===== src/rtl/audio_sample_sched.sv =====
// Stereo sample scheduler: round-robin arbitration of two producers into a
// small stereo FIFO, popped once per LRCK frame onto frame-stable outputs.
module audio_sample_sched #(
  parameter int DEPTH         = 4,
  parameter int LVL_W         = 3,
  parameter bit UNDERRUN_ZERO = 1'b1
) (
  input  logic             CLK_18_4,
  input  logic             RST_N,
  input  logic             AUD_LRCK,
  input  logic             mute,
  input  logic             req0_valid,
  input  logic [15:0]      req0_left,
  input  logic [15:0]      req0_right,
  output logic             req0_ready,
  input  logic             req1_valid,
  input  logic [15:0]      req1_left,
  input  logic [15:0]      req1_right,
  output logic             req1_ready,
  output logic [15:0]      left_sample,
  output logic [15:0]      right_sample,
  output logic [LVL_W-1:0] fifo_level,
  output logic             underrun,
  output logic [7:0]       underrun_cnt
);

  localparam int PTR_W = (DEPTH > 1) ? $clog2(DEPTH) : 1;

  logic [31:0]      mem_r [DEPTH];
  logic [PTR_W-1:0] wr_ptr_r;
  logic [PTR_W-1:0] rd_ptr_r;
  logic             lrck_d_r;
  logic             last_grant_r;

  logic             full_s;
  logic             empty_s;
  logic             strobe_s;
  logic             grant0_s;
  logic             grant1_s;
  logic             push_s;
  logic             pop_s;
  logic [31:0]      push_data_s;
  logic [31:0]      head_s;

  assign full_s   = (fifo_level == LVL_W'(DEPTH));
  assign empty_s  = (fifo_level == {LVL_W{1'b0}});
  assign strobe_s = lrck_d_r & ~AUD_LRCK;
  assign pop_s    = strobe_s & ~empty_s;
  assign head_s   = mem_r[rd_ptr_r];

  // Round-robin grant: a lone requester wins, a tie goes to the one not served last.
  always_comb begin
    grant0_s    = 1'b0;
    grant1_s    = 1'b0;
    push_data_s = 32'd0;
    if (req0_valid && (!req1_valid || last_grant_r)) begin
      grant0_s    = 1'b1;
      push_data_s = {req0_left, req0_right};
    end else if (req1_valid) begin
      grant1_s    = 1'b1;
      push_data_s = {req1_left, req1_right};
    end else begin
      grant0_s    = 1'b0;
      grant1_s    = 1'b0;
    end
  end

  // Full is judged on the registered level, so a same-cycle pop never frees a slot.
  assign req0_ready = RST_N & grant0_s & ~full_s;
  assign req1_ready = RST_N & grant1_s & ~full_s;
  assign push_s     = req0_ready | req1_ready;

  // LRCK edge detector and arbitration history.
  always_ff @(posedge CLK_18_4 or negedge RST_N) begin
    if (!RST_N) begin
      lrck_d_r     <= 1'b0;
      last_grant_r <= 1'b1;
    end else begin
      lrck_d_r <= AUD_LRCK;
      if (req0_ready) begin
        last_grant_r <= 1'b0;
      end else if (req1_ready) begin
        last_grant_r <= 1'b1;
      end
    end
  end

  // FIFO storage, pointers and occupancy.
  always_ff @(posedge CLK_18_4 or negedge RST_N) begin
    if (!RST_N) begin
      for (int i = 0; i < DEPTH; i++) begin
        mem_r[i] <= 32'd0;
      end
      wr_ptr_r   <= {PTR_W{1'b0}};
      rd_ptr_r   <= {PTR_W{1'b0}};
      fifo_level <= {LVL_W{1'b0}};
    end else begin
      if (push_s) begin
        mem_r[wr_ptr_r] <= push_data_s;
        wr_ptr_r        <= wr_ptr_r + PTR_W'(1);
      end
      if (pop_s) begin
        rd_ptr_r <= rd_ptr_r + PTR_W'(1);
      end
      case ({push_s, pop_s})
        2'b10:   fifo_level <= fifo_level + LVL_W'(1);
        2'b01:   fifo_level <= fifo_level - LVL_W'(1);
        default: fifo_level <= fifo_level;
      endcase
    end
  end

  // Frame outputs move only on strobe cycles so they stay constant for a whole frame.
  always_ff @(posedge CLK_18_4 or negedge RST_N) begin
    if (!RST_N) begin
      left_sample  <= 16'd0;
      right_sample <= 16'd0;
    end else if (pop_s) begin
      if (mute) begin
        left_sample  <= 16'd0;
        right_sample <= 16'd0;
      end else begin
        left_sample  <= head_s[31:16];
        right_sample <= head_s[15:0];
      end
    end else if (strobe_s && (UNDERRUN_ZERO || mute)) begin
      left_sample  <= 16'd0;
      right_sample <= 16'd0;
    end
  end

  // Underrun pulse and saturating count.
  always_ff @(posedge CLK_18_4 or negedge RST_N) begin
    if (!RST_N) begin
      underrun     <= 1'b0;
      underrun_cnt <= 8'd0;
    end else begin
      underrun <= strobe_s & empty_s;
      if (strobe_s && empty_s && (underrun_cnt != 8'hFF)) begin
        underrun_cnt <= underrun_cnt + 8'd1;
      end
    end
  end

endmodule


===== config.mk =====
export PLATFORM = sky130hd
export DESIGN_NAME = audio_sample_sched
export DESIGN_NICKNAME = d
export VERILOG_FILES = /design/src/rtl/audio_sample_sched.sv
export SDC_FILE = /design/constraint.sdc
export NUM_CORES = 1
export LEC_CHECK = 0
export CORE_ASPECT_RATIO = 0.5
export CORE_MARGIN = 2
export CORE_UTILIZATION = 45
export CTS_BUF_LIST = sky130_fd_sc_hd__clkbuf_4
export CTS_CLUSTER_DIAMETER = 40
export DETAILED_ROUTE_END_ITERATION = 12
export HOLD_SLACK_MARGIN = 0.03
export PLACE_DENSITY = 0.72
export SYNTH_ARGS = -nofsm -noshare
export SYNTH_HDL_FRONTEND = slang
export SYNTH_SLANG_ARGS = --single-unit

===== constraint.sdc =====
create_clock -name CLK_18_4 -period 6.8 [get_ports CLK_18_4]
set_input_delay 1.02 -clock CLK_18_4 [delete_from_list [all_inputs] [get_ports CLK_18_4]]
set_output_delay 1.02 -clock CLK_18_4 [all_outputs]
set_load 0.05 [all_outputs]

# After elaboration in Yosys (flattened, before gate mapping)
# Cells that the tools add are included.
# word_totals
register_bits,178
in_bits,70
out_inout_bits,46
# classes
addsub,5
n_lt_le_gt_ge,3
n_eq_ne,4
n_mux,19
n_bitwise,13
reduce_logical,10
# ops
operator,n
$mux 32,5
$bwmux 128,1
$mux 16,5
$bmux 32 s2,1
$demux 32 s2,1
$add 8x1->8 const B,1
$ne 8x8->1 const B,1
$and 1x1->1,7
$ge 3x3->1 const B,2
$not 2->3,2
$pmux 3 s2,1
$reduce_bool 2->1,3
$mux 1,5
$add 2x1->2 const B,2
$logic_and 1x1->1,4
$add 3x1->3 const B,1
$eq 3x3->1 const B,1
$logic_not 3->1,1
$lt 3x1->1 const B,1
$not 1->1,3
$sub 3x1->3 const B,1
$eq 2x1->1 const B,1
$eq 2x2->1 const B,1
$logic_not 1->1,1
other kinds (2),2

# Depth between registers and ports, before layout
# Gate-level depths: netlist (run 1).
# logic_depth
word_depth,9
depth_mapped,9
ltp_nobuf,8

# Worst setup path after synthesis (run 1)
# Ideal clock, no wire load.
# synth_path
path_kind,input-to-output
startpoint,in req1_valid
endpoint,out req0_ready
arrival_time_ns,2.391
required_ns,5.780
path_slack_ns,3.389
cell_stages,6
path_buffers,3
path_cell_list,buf_4 nand2b_1 buf_2 clkbuf_1 nand2_1 nor2_1
# synth_between
elab_chain_cells,6
# synth_rtl
element,line_no,text
from (decl),16,"input logic req1_valid,"
$logic_not 1->1,56,if (req0_valid && (!req1_valid || last_grant_r)) begin
$logic_or 1x1->1,56,
$logic_and 1x1->1,56,
$mux 1,56,
$and 1x1->1 (2 in a row),69,assign req0_ready = RST_N & grant0_s & ~full_s;
to (decl),15,"output logic req0_ready,"
# Every way passes these cells.

# Worst setup path in the final report (run 1)
# layout_path
startpoint,in req1_valid
endpoint,out req1_ready
# layout_between
elab_chain_cells,6
elab_cells_between_ends,7
classes_between,mux (2); bitwise (2); reduce/logical (3)
# layout_rtl
element,line_no,text
$logic_not 1->1,56,
$logic_or 1x1->1,56,
$logic_and 1x1->1,56,
$mux 1 (*),56,
$and 1x1->1 (*) (2 in a row),70,assign req1_ready = RST_N & grant1_s & ~full_s;
to (decl),19,"output logic req1_ready,"
# Every way passes the cells marked *; elsewhere a longest branch is shown, timed or not.

==> impl_table.tex, run 1 <==
\begin{tabular}{lr}
\hline
Metric & Value \\
\hline
\multicolumn{2}{l}{\textbf{Timing}} \\
Minimum clock period & 4.87 ns \\
Final clock skew & 0.0227 ns \\
Max-slew violation count & 0 \\
Timing-limited maximum frequency & 205 MHz \\
Number of failing hold endpoints at the final stage & 0 \\
Worst hold slack & 0.494 ns \\
Remaining max-slew budget at the tightest pin & approximately 27\% \\
Number of failing setup endpoints in the final timing report & 0 \\
RSZ-0062 raised after global routing & false \\
Setup total negative slack & 0 ns \\
Transition time at the pin with the least slew margin & $\sim$1.1 ns \\
Final Cycle Share & 71.6\% \\
\multicolumn{2}{l}{\textbf{Worst setup path}} \\
Data required time at the worst endpoint & between 5 and 6 ns \\
Worst reg-to-reg setup slack & 4.34 ns \\
Setup crit start kind & input port \\
Worst setup path class & input port to output pin \\
CP Capture Type & output pin \\
Biggest fanout along the worst timing path & 33 \\
Arrival time reported for the critical path endpoint & 3.85 ns \\
End of the worst register-to-register path & fifo\_level[2] \\
Worst r2r path cells & 8 \\
Reg-to-reg startpoint & fifo\_level[0] \\
\multicolumn{2}{l}{\textbf{Die}} \\
Effective utilization at floorplan & between 40 and 50\% \\
CORE AREA & between 15000 and 20000 um2 \\
Die Span Y & 96.7 um \\
Die width & 189 um \\
I/O pin cnt & around 120 \\
Total Die Area & 18300 um2 \\
Std cell rows & 33 \\
\multicolumn{2}{l}{\textbf{Synthesis}} \\
Post-synthesis sequential area ratio & 57.6\% \\
Number of instances in the synthesized netlist & 652 \\
Cell type with the largest total area after synthesis & sky130\_fd\_sc\_hd\_\_dfrtp\_1 \\
Syn nets & roughly 730 \\
Cell variety after synth & 36 \\
Post-synthesis instance area & 7730 um2 \\
Area fraction of the dominant cell type after synthesis & roughly 57\% \\
Yosys warning count & 0 \\
Top area cells in the synthesized netlist & sky130\_fd\_sc\_hd\_\_dfrtp\_1 57\%, sky130\_fd\_sc\_hd\_\_mux4\_2 9.3\%, sky130\_fd\_sc\_hd\_\_o21ai\_0 7.3\%, sky130\_fd\_sc\_hd\_\_nand2\_1 6.5\%, sky130\_fd\_sc\_hd\_\_a22o\_1 3.6\% \\
Seq cells post-synth & between 150 and 200 \\
Average size of a mapped cell & 11.9 um2 \\
\multicolumn{2}{l}{\textbf{Worst hold path}} \\
Type of the tightest min-delay check & register to register \\
Depth of the worst hold-timing path & 2 \\
Critical hold path startpoint & mem\_r[48] \\
Terminating pin of the worst hold path & mem\_r[48] \\
\multicolumn{2}{l}{\textbf{Power}} \\
VDD IR max & roughly 0.22 mV \\
Power per Cell Area & between 400 and 500 nW/um2 \\
Standby leakage power & 0.00395 uW \\
\multicolumn{2}{l}{\textbf{Place}} \\
Count of input and output buffers & 115 \\
HPWL after DPL & $\sim$11 mm \\
Cell count after placement & 949 \\
Final weighted congestion in routability-driven placement & 0.762 \\
\multicolumn{2}{l}{\textbf{Clock network}} \\
Insertion delay to the later sink of the worst-skew pair & between 0.5 and 0.6 ns \\
CTS tree & yes \\
Post CTS Setup Buffer Count & 0 \\
Number of buffers on the longest clock path & 2 \\
Number of cells upsized or downsized after cts & 0 \\
Number of buffers added to fix hold violations after cts & 0 \\
Clock root cell & sky130\_fd\_sc\_hd\_\_clkbuf\_4 \\
Total number of clock tree sinks & 178 \\
CTS H-tree lvls & 4 \\
Total clock buffers created by CTS & 17 \\
Clk pin slew, worst setup/hold paths & 0.14 ns \\
\multicolumn{2}{l}{\textbf{Route}} \\
Total via count in the routed design & approximately 5400 \\
Pre-antenna DRT Iters & 5 \\
Wire length per cell after detailed routing & approximately 18 um \\
Final wirelength & 17.2 mm \\
Violation count after the first detailed-routing iteration & 302 \\
Via/cell ratio & 5.50 \\
Remaining number of nets flagged by the antenna check after routing & 0 \\
Remaining routing DRC violations & 0 \\
\multicolumn{2}{l}{\textbf{Cells and area}} \\
Area growth from synthesis to layout & 19.1\% \\
Antenna Diode Count & 0 \\
Number of standard cells in the final layout excluding fillers & 981 \\
Fraction of final layout cells sized beyond drive strength 1 & a little under an eighth \\
Filler Cell Count & 1431 \\
Final \#Nets & approximately 800 \\
\multicolumn{2}{l}{\textbf{Outcome}} \\
Result of the run & complete, no violations \\
\multicolumn{2}{l}{\textbf{GRT}} \\
Overall routing resource usage & roughly 20\% \\
Global-route congestion overflow total & 0 \\
Largest net degree at the start of global routing & 100 \\
Global-route wire length before repair & 28.1 mm \\
Initial antenna violation count & 0 \\
Via count of the first global-routing pass & 5466 \\
\multicolumn{2}{l}{\textbf{Job}} \\
Maximum Capacitance Violations & 0 \\
\hline
\end{tabular}
-- area by class of cell --
type / instances / area [um2] / share of cell area (%)
Clock buffer: 17 / 128 / 1.39
Clock inverter: 15 / 125 / 1.36
Inverter: 7 / 26.3 / 0.285
Multi-Input combinational cell: 414 / 2970 / 32.3
Sequential cell: 178 / 4460 / 48.4
Tap cell: 227 / 284 / 3.09
Timing Repair Buffer: 123 / 1210 / 13.1
-- worst max path at each step --
stage               start    endpoint  slack, ns  cells after the start
2_1_floorplan  req1_valid  req0_ready       3.39                      6
4_1_cts        req1_valid  req1_ready       1.93                      4
6_report       req1_valid  req1_ready       1.93                      4
3_3_place_gp   req1_valid  req1_ready       2.08                      4
5_1_grt        req1_valid  req1_ready       1.81                      4
3_5_place_dp   req1_valid  req1_ready       1.93                      4
-- per-layer routing --
| layer | track usage [%] | vias to the layer above | wire length [um] |
|---|---|---|---|
| met5 | 0 | - | 0 |
| met4 | 5.01 | 0 | 126 |
| met3 | 3.81 | 13 | 733 |
| met2 | 31.5 | 112 | 8390 |
| met1 | 27.4 | 2731 | 7980 |
| li1 | - | 2535 | - |
-- cell usage in the layout (no fill, tap or decap), types with 8 or more instances in the layout --
cell type,n
sky130_fd_sc_hd__buf_4,8
sky130_fd_sc_hd__a22o_1,32
sky130_fd_sc_hd__o21ai_1,16
sky130_fd_sc_hd__mux4_2,32
sky130_fd_sc_hd__dfrtp_1,175
sky130_fd_sc_hd__clkbuf_4,17
sky130_fd_sc_hd__clkdlybuf4s50_1,113
sky130_fd_sc_hd__o21ai_0,113
sky130_fd_sc_hd__a32oi_1,32
sky130_fd_sc_hd__nand2_1,133
-- cells by family (layout without fill, tap and decap cells) --
| family | count (synthesis) | count (layout) | synth area share (%) |
|---|---|---|---|
| AOI/OAI and AO/OA | 202 | 202 | 17.5 |
| xor gates and xnor gates | 11 | 11 | 1.25 |
| adders and majority gates | 7 | 7 | 1.23 |
| buffers and inverters | 60 | 162 | 4.11 |
| DFF | 178 | 178 | 57.6 |
| muxes | 36 | 36 | 9.89 |
| and+or+nand+nor | 158 | 158 | 8.34 |
-- flip-flops by register name, indices dropped and copies added (netlist names) --
register and count:
lrck_d_r 1, left_sample 16, underrun_cnt 8, fifo_level 3, rd_ptr_r 2, last_grant_r 1
right_sample 16, mem_r 128, underrun 1, wr_ptr_r 2
-- critical path: stages --
cell                              delay (ns)
sky130_fd_sc_hd__clkdlybuf4s50_1        0.81
sky130_fd_sc_hd__a21boi_4               0.93
sky130_fd_sc_hd__and3_1                 0.27
sky130_fd_sc_hd__clkdlybuf4s50_1        0.81
-- cell usage after synthesis --
cell type	n
sky130_fd_sc_hd__o211ai_2	1
sky130_fd_sc_hd__ha_1	6
sky130_fd_sc_hd__nor2b_1	1
sky130_fd_sc_hd__nand2_1	133
sky130_fd_sc_hd__and3_1	2
sky130_fd_sc_hd__a21boi_2	1
sky130_fd_sc_hd__and2_1	1
sky130_fd_sc_hd__nand2b_1	2
sky130_fd_sc_hd__o211ai_1	1
sky130_fd_sc_hd__xnor2_1	6
sky130_fd_sc_hd__o2bb2ai_1	1
sky130_fd_sc_hd__or3b_1	1
sky130_fd_sc_hd__dfrtp_1	177
sky130_fd_sc_hd__a22o_1	32
sky130_fd_sc_hd__buf_2	24
sky130_fd_sc_hd__and4_1	1
sky130_fd_sc_hd__o2111ai_4	4
sky130_fd_sc_hd__fa_1	1
sky130_fd_sc_hd__nor3_2	2
sky130_fd_sc_hd__mux2_2	3
sky130_fd_sc_hd__nand4_1	3
sky130_fd_sc_hd__buf_4	16
sky130_fd_sc_hd__xor2_1	5
sky130_fd_sc_hd__nand3_1	4
sky130_fd_sc_hd__nor2_1	7
sky130_fd_sc_hd__a32oi_1	32
sky130_fd_sc_hd__nor3_1	1
sky130_fd_sc_hd__mux2i_1	1
sky130_fd_sc_hd__inv_1	7
sky130_fd_sc_hd__dfstp_2	1
sky130_fd_sc_hd__a21oi_1	1
sky130_fd_sc_hd__mux4_2	32
sky130_fd_sc_hd__o21ai_0	113
sky130_fd_sc_hd__clkbuf_2	2
sky130_fd_sc_hd__o21ai_1	16
sky130_fd_sc_hd__clkbuf_1	11
-- power by group --
part | internal (uW) | total (uW) | switching (uW)
logic | 705 | 1610 | 902
registers | 1480 | 1800 | 314
clock network | 156 | 548 | 392
total | 2340 | 3950 | 1610
-- metrics by stage --
step	worst slack (ns)	instance area [um2]	total power, uW	utilization, %
2_1_floorplan	3.39	7730	2940	-
3_3_place_gp	2.08	8950	3370	53.9
3_5_place_dp	1.93	8950	3450	53.9
4_1_cts	1.93	9200	3980	55.5
5_1_grt	1.81	9200	4210	55.5
6_report	1.93	9200	3950	55.5
Power figures use the tool's default switching activity.
==> inputs of run 2 (changes only) <==
clock period = 4.8 ns   (was 6.8 ns; I/O delays follow)
==> run 2 against run 1 <==
Net effect:
- first-iteration DRC count is 14% lower
- non-clock buffer count grew 4
- critical endpoint unchanged
- clock skew grew 0.014 ns
- cell count rose by 0.41%
- die area stayed put
- sequential share of layout area shrank 0.29 points
- register-to-register slack got worse by 2.0 ns
- largest power group unchanged
- highest routed layer unchanged
- setup slack lost 0.60 ns
- sequential power rose by 41%
- utilization is 0.34 points higher
==> impl_table.tex, run 2 (synthesized netlist as in run 1, its figures left out) <==
\begin{tabular}{lr}
\hline
Metric & Value \\
\hline
\multicolumn{2}{l}{\textbf{Outcome}} \\
Result of the run & complete, no violations \\
\multicolumn{2}{l}{\textbf{Cells and area}} \\
Commonest cells after routing, fill and taps aside & 175 x sky130\_fd\_sc\_hd\_\_dfrtp\_1, 133 x sky130\_fd\_sc\_hd\_\_nand2\_1, 113 x sky130\_fd\_sc\_hd\_\_o21ai\_0, 113 x sky130\_fd\_sc\_hd\_\_clkdlybuf4s50\_1 \\
Area growth from synthesis to layout & 19.8\% \\
Most common library cell in the layout ignoring fill and taps & sky130\_fd\_sc\_hd\_\_dfrtp\_1 \\
Filler Cell Count & 1447 \\
Largest regs & mem\_r x128, left\_sample x16, right\_sample x16 \\
Register ranked first by flip-flop count & mem\_r \\
Fraction of final layout cells sized beyond drive strength 1 & a little under an eighth \\
Number of flip-flops in the largest register & 128 \\
Design area & between 9000 and 10000 um2 \\
Antenna Diode Count & 0 \\
Final \#Nets & about 800 \\
\multicolumn{2}{l}{\textbf{Worst setup path}} \\
Setup crit start kind & input port \\
CP max stage delay & about 0.80 ns \\
Slowest cell on the critical path & sky130\_fd\_sc\_hd\_\_clkdlybuf4s50\_1 \\
CP Capture Type & output pin \\
Biggest fanout along the worst timing path & 7 \\
Worst setup path class & input port to output pin \\
Most common cell on crit path & sky130\_fd\_sc\_hd\_\_clkdlybuf4s50\_1 \\
Combined buffer and inverter count along the critical path & 2 \\
Data required time at the worst endpoint & roughly 4 ns \\
Arrival time reported for the critical path endpoint & 2.75 ns \\
Crit path cell chain & clkdlybuf4s50\_1 > a21boi\_4 > and3\_1 > clkdlybuf4s50\_1 \\
Worst path top cell family by delay & buffers and inverters \\
\multicolumn{2}{l}{\textbf{Route}} \\
Remaining number of nets flagged by the antenna check after routing & 0 \\
Final wirelength & 17.1 mm \\
Violation count after the first detailed-routing iteration & 259 \\
Via/cell ratio & about 5.4 \\
Wire length per cell after detailed routing & around 17 um \\
Remaining routing DRC violations & 0 \\
Total via count in the routed design & 5321 \\
Pre-antenna DRT Iters & 5 \\
\multicolumn{2}{l}{\textbf{Clock network}} \\
Number of buffers added to fix hold violations after cts & 1 \\
Post CTS Setup Buffer Count & 0 \\
CTS H-tree lvls & 4 \\
Clock root cell & sky130\_fd\_sc\_hd\_\_clkbuf\_4 \\
Number of buffers on the longest clock path & 2 \\
Number of cells upsized or downsized after cts & 0 \\
Total clock buffers created by CTS & 17 \\
Clk pin slew, worst setup/hold paths & 0.11 ns \\
CTS tree & yes \\
Insertion delay to the later sink of the worst-skew pair & 0.55 ns \\
Total number of clock tree sinks & 178 \\
\multicolumn{2}{l}{\textbf{Die}} \\
Std cell rows & 33 \\
Die Span Y & 96.7 um \\
Effective utilization at floorplan & 46.6\% \\
I/O pin cnt & roughly 120 \\
Total Die Area & 18300 um2 \\
CORE AREA & 16600 um2 \\
Die width & 189 um \\
\multicolumn{2}{l}{\textbf{GRT}} \\
Initial antenna violation count & 0 \\
Largest net degree at the start of global routing & 79 \\
Overall routing resource usage & 19.5\% \\
Global-route congestion overflow total & 0 \\
Via count of the first global-routing pass & 5415 \\
Global-route wire length before repair & 28.0 mm \\
\multicolumn{2}{l}{\textbf{Power}} \\
Switching power share of the total & 39.3\% \\
Clock group share of total power & 14.7\% \\
Standby leakage power & 0.00399 uW \\
VDD IR max & 0.293 mV \\
Power per Cell Area & 609 nW/um2 \\
NetSw & between 2000 and 2500 uW \\
Sequential Power Share & 45.1\% \\
Internal power summed over all cells & 3420 uW \\
Combinational group share of total power & between 40\% and 50\% \\
\multicolumn{2}{l}{\textbf{Timing}} \\
Minimum clock period & 3.47 ns \\
Worst hold slack & 0.492 ns \\
Timing-limited maximum frequency & between 200 and 300 MHz \\
Final clock skew & 0.0363 ns \\
Number of failing setup endpoints in the final timing report & 0 \\
RSZ-0062 raised after global routing & false \\
Number of failing hold endpoints at the final stage & 0 \\
Final Cycle Share & $\sim$72\% \\
Setup total negative slack & 0 ns \\
Remaining max-slew budget at the tightest pin & between 30\% and 40\% \\
Max-slew violation count & 0 \\
Transition time at the pin with the least slew margin & 1.01 ns \\
\multicolumn{2}{l}{\textbf{Worst hold path}} \\
Type of the tightest min-delay check & register to register \\
\multicolumn{2}{l}{\textbf{Place}} \\
Final weighted congestion in routability-driven placement & 0.766 \\
Count of input and output buffers & 115 \\
Instance area after placement & 8970 um2 \\
HPWL after DPL & 10.8 mm \\
\multicolumn{2}{l}{\textbf{Job}} \\
Maximum Capacitance Violations & 0 \\
\hline
\end{tabular}
## run 2: cell types whose count changed in the layout (fill, tap and decap cells not counted), sizes merged
cell         before  now
clkinvlp          3    1
clkbuf           18   20
buf               9   12
bufinv            0    2
clkinv            5    8
dlygate4sd3       0    1
inv              14    9
## run 2: per-layer routing
layer	routed length (um)	global-route usage, %	up-vias
met5	0	0	-
met4	133	5.13	0
met3	895	3.59	8
met2	8400	32.4	120
met1	7710	26.7	2643
li1	-	-	2550
## run 2: final cells by class
type / instances / area, um2 / share of cell area (%)
clock inverters: 13 / 134 / 1.45
flip-flops and latches: 178 / 4460 / 48.1
well taps: 227 / 284 / 3.07
inverters: 7 / 26.3 / 0.284
repair buffers: 127 / 1240 / 13.4
clock buffers: 19 / 143 / 1.54
multi-input cells: 414 / 2970 / 32.1
## run 2: final timing paths
kind | slack, ns | cells past startpoint | endpoint | from
worst max register to register | 2.34 | 8 | fifo_level[2] | fifo_level[0]
max in group asynchronous | 2.85 | 3 | mem_r[126] | RST_N
worst max-delay path | 1.33 | 4 | req1_ready | req1_valid
worst min register to register | 0.49 | 2 | mem_r[65] | mem_r[65]
min in group asynchronous | 0.61 | 2 | mem_r[93] | RST_N
worst min-delay path | 0.49 | 2 | mem_r[65] | mem_r[65]
## run 2: per-stage QoR
stage / utilization [%] / power, uW / instances / worst slack [ns]
floorplan: - / 4170 / 652 / 1.99
global placement: 54.1 / 4780 / 952 / 1.36
detailed placement: 54.1 / 4870 / 952 / 1.34
CTS: 55.8 / 5690 / 985 / 1.32
global route: 55.8 / 6030 / 985 / 1.30
finish: 55.8 / 5640 / 985 / 1.33
## run 2: power groups by stage
stage,logic [uW],clock network [uW],registers (uW)
final,2260,830,2540
after global routing,2470,930,2630
after CTS,2290,852,2550
after detailed placement,2290,0,2580
after global placement,2220,0,2550
after floorplan,1330,0,2830
## run 2: tightest hold or removal path: cells and delay by family, from the launching register on
| kind | cells | cell delay (ns) |
|---|---|---|
| AO/OA/AOI/OAI | 1 | 0.06 |
| flip-flops | 1 | 0.36 |
| AND/OR/NAND/NOR | 1 | 0.05 |
